==> src/rtl/bcd_serial_addsub.sv <==
// Digit-serial packed-BCD adder/subtractor: one digit per clock, least significant digit first.
// Subtraction uses nines'-complement addition; negative results can be re-complemented to magnitude.
module bcd_serial_addsub #(
    parameter int DIGITS  = 4,
    parameter bit SIGNMAG = 1'b1
) (
    input  logic                  clk,
    input  logic                  rst_n,
    input  logic                  in_valid,
    output logic                  in_ready,
    input  logic [4*DIGITS-1:0]   a,
    input  logic [4*DIGITS-1:0]   b,
    input  logic                  op_sub,
    input  logic                  cin,
    output logic                  out_valid,
    input  logic                  out_ready,
    output logic [4*DIGITS-1:0]   sum,
    output logic                  cout,
    output logic                  neg,
    output logic                  err
);

    localparam int W  = 4 * DIGITS;
    localparam int IW = (DIGITS > 1) ? $clog2(DIGITS) : 1;

    typedef enum logic [1:0] {IDLE, RUN, FIX, DONE} state_t;

    state_t          state_q;
    logic [IW-1:0]   idx_q;
    logic            carry_q;
    logic [W-1:0]    a_q;
    logic [W-1:0]    b_q;
    logic [W-1:0]    sum_q;
    logic            op_q;
    logic            cout_q;
    logic            neg_q;
    logic            err_q;

    logic [2*DIGITS-1:0] bad_digit;

    for (genvar gi = 0; gi < DIGITS; gi++) begin : g_chk
        assign bad_digit[2*gi]   = (a[4*gi +: 4] > 4'd9);
        assign bad_digit[2*gi+1] = (b[4*gi +: 4] > 4'd9);
    end

    logic [3:0] a_dig;
    logic [3:0] b_dig;
    logic [3:0] s_dig;
    logic [3:0] x_dig;
    logic [3:0] y_dig;
    logic [4:0] t_sum;
    logic [3:0] d_dig;
    logic       c_d;
    logic       last_dig;

    // Shared single-digit BCD adder: RUN adds (nines'-complemented) B, FIX complements the stored sum.
    always_comb begin
        a_dig = a_q[{idx_q, 2'b00} +: 4];
        b_dig = b_q[{idx_q, 2'b00} +: 4];
        s_dig = sum_q[{idx_q, 2'b00} +: 4];
        x_dig = a_dig;
        y_dig = op_q ? (4'd9 - b_dig) : b_dig;
        if (state_q == FIX) begin
            x_dig = 4'd9 - s_dig;
            y_dig = 4'd0;
        end
        t_sum = {1'b0, x_dig} + {1'b0, y_dig} + {4'b0000, carry_q};
        if (t_sum > 5'd9) begin
            d_dig = t_sum[3:0] + 4'd6;
            c_d   = 1'b1;
        end else begin
            d_dig = t_sum[3:0];
            c_d   = 1'b0;
        end
        last_dig = (idx_q == IW'(DIGITS - 1));
    end

    always_ff @(posedge clk or negedge rst_n) begin
        if (!rst_n) begin
            state_q <= IDLE;
            idx_q   <= '0;
            carry_q <= 1'b0;
            a_q     <= '0;
            b_q     <= '0;
            sum_q   <= '0;
            op_q    <= 1'b0;
            cout_q  <= 1'b0;
            neg_q   <= 1'b0;
            err_q   <= 1'b0;
        end else begin
            case (state_q)
                IDLE: begin
                    if (in_valid) begin
                        a_q     <= a;
                        b_q     <= b;
                        op_q    <= op_sub;
                        carry_q <= op_sub ? ~cin : cin;
                        err_q   <= |bad_digit;
                        idx_q   <= '0;
                        state_q <= RUN;
                    end
                end
                RUN: begin
                    sum_q[{idx_q, 2'b00} +: 4] <= d_dig;
                    carry_q <= c_d;
                    if (last_dig) begin
                        if (!op_q) begin
                            cout_q  <= c_d;
                            neg_q   <= 1'b0;
                            state_q <= DONE;
                        end else begin
                            // No final carry on subtract means the raw result is a ten's complement.
                            cout_q <= ~c_d;
                            if (!c_d && SIGNMAG) begin
                                idx_q   <= '0;
                                carry_q <= 1'b1;
                                state_q <= FIX;
                            end else begin
                                neg_q   <= 1'b0;
                                state_q <= DONE;
                            end
                        end
                    end else begin
                        idx_q <= idx_q + 1'b1;
                    end
                end
                FIX: begin
                    sum_q[{idx_q, 2'b00} +: 4] <= d_dig;
                    carry_q <= c_d;
                    if (last_dig) begin
                        neg_q   <= 1'b1;
                        state_q <= DONE;
                    end else begin
                        idx_q <= idx_q + 1'b1;
                    end
                end
                DONE: begin
                    if (out_ready) begin
                        state_q <= IDLE;
                    end
                end
                default: state_q <= IDLE;
            endcase
        end
    end

    assign in_ready  = (state_q == IDLE);
    assign out_valid = (state_q == DONE);
    assign sum       = sum_q;
    assign cout      = cout_q;
    assign neg       = neg_q;
    assign err       = err_q;

endmodule

==> config.mk <==
export PLATFORM = sky130hd
export DESIGN_NAME = bcd_serial_addsub
export DESIGN_NICKNAME = d
export VERILOG_FILES = /design/src/rtl/bcd_serial_addsub.sv
export SDC_FILE = /design/constraint.sdc
export NUM_CORES = 1
export LEC_CHECK = 0
export CAP_MARGIN = 20
export CORE_MARGIN = 2
export CORE_UTILIZATION = 55
export CTS_CLUSTER_SIZE = 40
export DETAILED_ROUTE_END_ITERATION = 8
export HOLD_SLACK_MARGIN = 0.12
export PLACE_DENSITY = 0.86
export SYNTH_ARGS = -nofsm -noshare
export SYNTH_HDL_FRONTEND = slang
export SYNTH_SLANG_ARGS = --single-unit
export TNS_END_PERCENT = 5
==> constraint.sdc <==
create_clock -name clk -period 9.2 [get_ports clk]
set_clock_uncertainty 0.1 [all_clocks]
set_input_delay 1.84 -clock clk [delete_from_list [all_inputs] [get_ports clk]]
set_output_delay 1.84 -clock clk [all_outputs]
set_load 0.01 [all_outputs]
-- After elaboration in Yosys (flattened, before gate mapping)
Index checks and enable logic that the tools add are counted.
- input bits: 38
- output and inout port bits: 21
- logic and storage cells: 86
- register bits: 57
- magnitude comparators: 9
- equality and inequality tests: 12
- bitwise logic cells: 2
- shift operators: 5
- reductions and logical operators: 11
- mux-type cells: 30
- $add $sub $neg: 7
- operators with widths (cell ; number):
    $shiftx A16 B5 Y4 ; 3
    $gt A4 B4 Y1 const B ; 8
    $mux W2 ; 9
    $bwmux W16 ; 1
    $mux W4 ; 4
    $shift A4 B6 Y16 const A ; 1
    $shiftx A4 B6 Y16 ; 1
    $mux W1 ; 12
    $ne A3 B3 Y1 const B ; 3
    $ne A2 B2 Y1 const B ; 4
    $pmux W2 S4 ; 1
    $reduce_and A4 Y1 ; 2
    $reduce_or A8 Y1 ; 1
    $sub A4 B4 Y4 const A ; 2
    $eq A2 B2 Y1 const B ; 3
    $neg A4 Y6 ; 1
    $pmux W2 S3 ; 1
    $reduce_and A2 Y1 ; 3
    $add A4 B4 Y5 ; 1
    $add A5 B1 Y5 ; 1
    $gt A5 B4 Y1 const B ; 1
    $reduce_and A5 Y1 ; 1
    $add A4 B3 Y4 const B ; 1
    $pmux W1 S3 ; 1
    other kinds (9) ; 10

-- Longest topological paths before layout
- depth after elaboration: 12
- gate-level depth with buffers: 18
- mapped depth without buffers: 17

-- Least setup slack after synthesis
No wires, ideal clock.
- kind: register to register
- start point: register idx_q[0]
- end point: register cout_q, in the netlist cout
- library setup time: 0.125 ns
- data required time: 8.975 ns
- data arrival time: 3.899 ns
- buffers on the path: 2
- path slack: 5.077 ns
- clock period less this slack: 4.123 ns
- stages on the path, launching flop included: 15
- cells stage by stage: dfrtp_1 > buf_2 > buf_2 > mux4_2 > nor2_1 > a21oi_1 > fa_1 > fa_1 > xor2_2 > ha_1 > nand2b_1 > a32o_2 > o311a_4 > ha_1 > mux2_2
- word-level cells in the longest chain between the ends: 10
- elaborated cells between the ends (all ways): 16
- classes of those cells: 4 x add/sub; 1 x order compare; 1 x eq/ne; 3 x shift; 5 x mux; 1 x bitwise; 1 x reduce/logical
- ends and longest elaborated chain (element ; RTL line ; RTL):
    start, declared ; 29 ; logic [IW-1:0] idx_q;
    start signal, assigned ; 124 ; idx_q <= idx_q + 1'b1;
    start signal, assigned ; 134 ; idx_q <= idx_q + 1'b1;
    $shiftx A16 B5 Y4 ; 59 ; b_dig = b_q[{idx_q, 2'b00} +: 4];
    $sub A4 B4 Y4 ; 62 ; y_dig = op_q ? (4'd9 - b_dig) : b_dig;
    $mux W4 ; 62 ;
    $mux W4 ; 63 ; if (state_q == FIX) begin
    $add A4 B4 Y5 ; 67 ; t_sum = {1'b0, x_dig} + {1'b0, y_dig} + {4'b0000, carry_q};
    $add A5 B1 Y5 ; 67 ;
    $gt A5 B4 Y1 ; 68 ; if (t_sum > 5'd9) begin
    $mux W1 ; 68 ;
    $not A1 Y1 ; 113 ; cout_q <= ~c_d;
    $mux W1 ; 107 ; if (!op_q) begin
    end signal, assigned ; 113 ;
    end, declared ; 35 ; logic cout_q;
Parallel ways exist; a longest one is shown, timed or not.
A chain may end at the register's enable or synchronous reset.

-- Worst setup path in the final report
- start point: register state_q[0]
- end point: register cout_q, in the netlist cout
- word-level cells in the longest chain between the ends: 8
- elaborated cells between the ends (all ways): 11
- classes of those cells: 2 x add/sub; 1 x order compare; 2 x eq/ne; 4 x mux; 1 x bitwise; 1 x reduce/logical
- ends and longest elaborated chain (element ; RTL line ; RTL):
    start, declared ; 28 ; state_t state_q;
    start signal, assigned ; 80 ; state_q <= IDLE;
    start signal, assigned ; 100 ; state_q <= RUN;
    start signal, assigned ; 110 ; state_q <= DONE;
    $eq A2 B2 Y1 ; 63 ;
    $mux W4 ; 63 ;
    $add A4 B4 Y5 ; 67 ;
    $add A5 B1 Y5 ; 67 ;
    $gt A5 B4 Y1 ; 68 ;
    $mux W1 ; 68 ;
    $not A1 Y1 ; 113 ;
    $mux W1 ; 107 ;
Parallel ways exist; a longest one is shown, timed or not.

==> impl.org <==
** Outcome
- Outcome :: finished clean

** Clock network
- No sink is reached through more buffers than the 2 on the longest clock path.
- CTS buffer count :: 9
- Clock-pin slew was measured on the worst setup and hold paths at around 0.07 ns.
- In this run, post-CTS hold repair placed 0 buffers.
- The root buffer cell chosen for the clock tree is sky130_fd_sc_hd__clkbuf_8.
- CTS saw 57 sinks.
- Post CTS Setup Buffer Count :: 0
- Post-cts gate resize count :: 0
- Clk_lat worst skew :: 0.34 ns
- The H-tree was split into 3 levels.
- CTS tree :: built

** Worst setup path
- Cells along the critical path :: inv_1 -> ha_1 -> inv_1 -> nor2_1 -> a21oi_1 -> fa_1 -> fa_1 -> xor2_2 -> ha_1 -> nand2b_1 -> a32o_2 -> o311a_4 -> ha_1 -> mux2_2
- Most common cell on crit path :: sky130_fd_sc_hd__ha_1
- The slowest stage of the critical path is the sky130_fd_sc_hd__dfrtp_1 cell.
- R2r startpoint :: state_q[0]
- Type of the worst setup path :: flip-flop to flip-flop
- The most critical setup path has its startpoint at state_q[0].
- On the worst path, the slowest cell contributes a delay of 0.45 ns.
- In this run the worst path has a maximum fanout of 12.
- Arr. time, crit path :: 4.25 ns
- The worst setup path is captured at a flip-flop.
- The worst setup path is launched from a flip-flop.
- Required time of the critical path :: 9.33 ns

** Synthesis
- After synthesis the cells add up to 3193 um2.
- Number of synthesized flops with an enable pin :: 0
- Synthesis produced a netlist with a net count of 330.
- Synthesized instance count :: 271
- Average cell area after synthesis :: about 12 um2
- Part of the Yosys area used for sequential elements :: 0.4467
- In the synthesized netlist the async set-or-reset flop fraction comes to 1.000.
- Number of distinct library cell variants in the gate-level netlist after synthesis :: 42
- Prevailing post-synth register cell :: sky130_fd_sc_hd__dfrtp_1
- Yosys warns :: 0
- Seq cells post-synth :: 57

** Global route
- In this run the most used layer during global routing was met2.
- For this run, global-route usage on met3 was measured as 0.06629.
- Wire length of the first global-routing pass :: 11800 um
- Overall track demand over capacity in global routing :: 0.2436
- Summed over all layers, the global routing overflow is 0.
- The number of antenna violations at the first check in global routing is 0.
- Number of global-route vias before repair :: 2446
- Entering global routing, the biggest net connects 58 pins.
- For this run, global-route usage on met2 was measured as 0.4058.
- Met1 track demand over resource in global routing :: 0.3076

** Timing
- Dividing the final minimum period by the clock period gives 0.4485.
- Setup repair after global routing left no endpoint under its margin.
- Max frequency :: 242.4 MHz
- Measured against its own limit, the worst slew margin works out to 0.5234.
- Hold Fails Final Rpt :: 0
- Number of setup violations in the final report :: 0
- For the pin with the worst max-slew slack, the measured transition is 0.7149 ns.
- For the final routed database, the setup TNS stands at 0 ns.
- The routed design could run at a clock period as short as 4.126 ns.
- The final count of pins violating max slew came to 0.

** Floorplanning
- Initial Utilization :: 0.5763
- Core ar. :: roughly 5500 um2
- Die Width :: 80.20 um
- The floorplan step set the die height to around 80 um.
- During I/O placement, the number of pins put on the boundary was approximately 60.
- Total die area :: about 6400 um2
- The initialized floorplan defines 27 standard-cell rows.

** Placement
- The placed instances occupy a cell area of 3849 um2.
- During placement, the flow inserted port buffers numbering 58.
- Total half-perimeter wirelength after legalization and detailed placement :: 5160 um
- Gpl congestion :: 0.9419

** Worst hold path
- Startpoint of the worst hold path :: err
- The path class of the tightest hold or removal check is flip-flop to flip-flop.

** Cells and area
- In the final layout, flip-flops and latches occupy 1426 um2.
- Area growth from synthesis to final layout :: 26.61%
- Commonest cells after routing, fill and taps aside :: sky130_fd_sc_hd__dfrtp_1 (57), sky130_fd_sc_hd__clkdlybuf4s50_1 (57), sky130_fd_sc_hd__mux2_2 (37)
- Number of filler instances in the final layout :: 382
- Post-layout net count :: 394
- Share of cells above drive strength 1 :: 0.2176
- After routing the design area is between 4000 and 5000 um2.
- The repair_antennas step left the layout with diodes totalling 0.
- Total area of multi-input combinational cells :: 1663 um2

** Detailed routing
- The pre-antenna-repair detailed-routing pass consisted of 5 iterations.
- For this block, the initial DRC count from the detailed router was 170.
- Total Routed Length :: roughly 7000 um
- In this run the remaining antenna-violating nets after routing total 0.
- Post-DR vias/cell :: slightly below 6
- Routed via count :: 2376
- After detailed routing, the number of remaining DRC violations is 0.
- In the final routed layout, each cell accounts on average for 16.97 um.

** Run
- The tool flagged a number of max-cap violations equal to 0.
## logic make-up after synthesis
| kind of cell | synth area share |
|---|---|
| buf+inv | 0.03252 |
| mux | 0.2226 |
| flops | 0.4467 |
| simple gates | 0.08150 |
| fa+ha+maj | 0.08699 |
| compound gates | 0.1109 |
| xor+xnor | 0.01881 |
## layer usage
layer | vias to the layer above | part of all wire
met2 | 92 | 0.51
met5 | - | 0
met3 | 11 | 0.060
met4 | 0 | 0.018
li1 | 1108 | -
met1 | 1165 | 0.41
## stage by stage
step	hold slack, ns	setup WS [ns]	utilization	std cells
3_5_place_dp	0.3743	5.091	0.6947	396
6_report	0.3876	5.074	0.7297	412
4_1_cts	0.3921	5.083	0.7297	412
3_3_place_gp	0.3745	5.168	0.6947	396
2_1_floorplan	0.3739	5.077	-	271
5_1_grt	0.4274	4.811	0.7297	412
## cell usage after synthesis (2+ instances only)
cell | number | share of area
sky130_fd_sc_hd__nor3_1 | 4 | 0.0063
sky130_fd_sc_hd__nor2_1 | 10 | 0.012
sky130_fd_sc_hd__nand4_1 | 5 | 0.0098
sky130_fd_sc_hd__a22o_1 | 6 | 0.016
sky130_fd_sc_hd__o31ai_1 | 2 | 0.0047
sky130_fd_sc_hd__o21ai_0 | 21 | 0.033
sky130_fd_sc_hd__a21oi_1 | 8 | 0.013
sky130_fd_sc_hd__o211ai_1 | 2 | 0.0047
sky130_fd_sc_hd__xnor2_1 | 4 | 0.011
sky130_fd_sc_hd__nor2b_1 | 4 | 0.0078
sky130_fd_sc_hd__dfrtp_1 | 57 | 0.45
sky130_fd_sc_hd__ha_1 | 19 | 0.074
sky130_fd_sc_hd__a31oi_1 | 2 | 0.0039
sky130_fd_sc_hd__mux4_2 | 12 | 0.085
sky130_fd_sc_hd__mux2_2 | 37 | 0.13
sky130_fd_sc_hd__fa_1 | 2 | 0.013
sky130_fd_sc_hd__clkbuf_1 | 6 | 0.0071
sky130_fd_sc_hd__nand2b_1 | 2 | 0.0039
sky130_fd_sc_hd__nand2_1 | 26 | 0.031
sky130_fd_sc_hd__inv_1 | 19 | 0.022
sky130_fd_sc_hd__buf_2 | 2 | 0.0031
## critical path: cells and delay by family, from the launching register on
kind | cells | cell delay, ns
buffers and inverters | 2 | 0.34
multiplexers | 1 | 0.25
adder cells (fa/ha/maj) | 5 | 1.76
AND/OR/NAND/NOR | 2 | 0.20
AO/OA/AOI/OAI | 3 | 0.67
flip-flops | 1 | 0.45
XOR/XNOR | 1 | 0.24
## sequential cells by signal, indices dropped and copies added (netlist names)
register / count
sum: 16
op_q: 1
state_q: 2
carry_q: 1
idx_q: 2
a_q: 16
err: 1
neg: 1
cout: 1
b_q: 16
## path summary, 6_finish.rpt
path | slack, ns | depth (start not counted) | endpoint
min in group asynchronous | 1.53 | 2 | state_q[0]
worst max-delay path | 5.07 | 14 | cout
worst min register to register | 0.39 | 2 | err
worst max register to register | 5.07 | 14 | cout
worst min-delay path | 0.39 | 2 | err
max in group asynchronous | 6.99 | 2 | a_q[3]
## cell type report
cell class,count,area share
multi-input cells,187,0.4113
clock buffers,9,0.03064
flip-flops and latches,57,0.3528
clock inverters,7,0.01733
repair buffers,61,0.1479
inverters,19,0.01764
well taps,72,0.02228
Power is not shown: default switching activity piles up to over one toggle a cycle in this logic, so the estimate is an artifact.
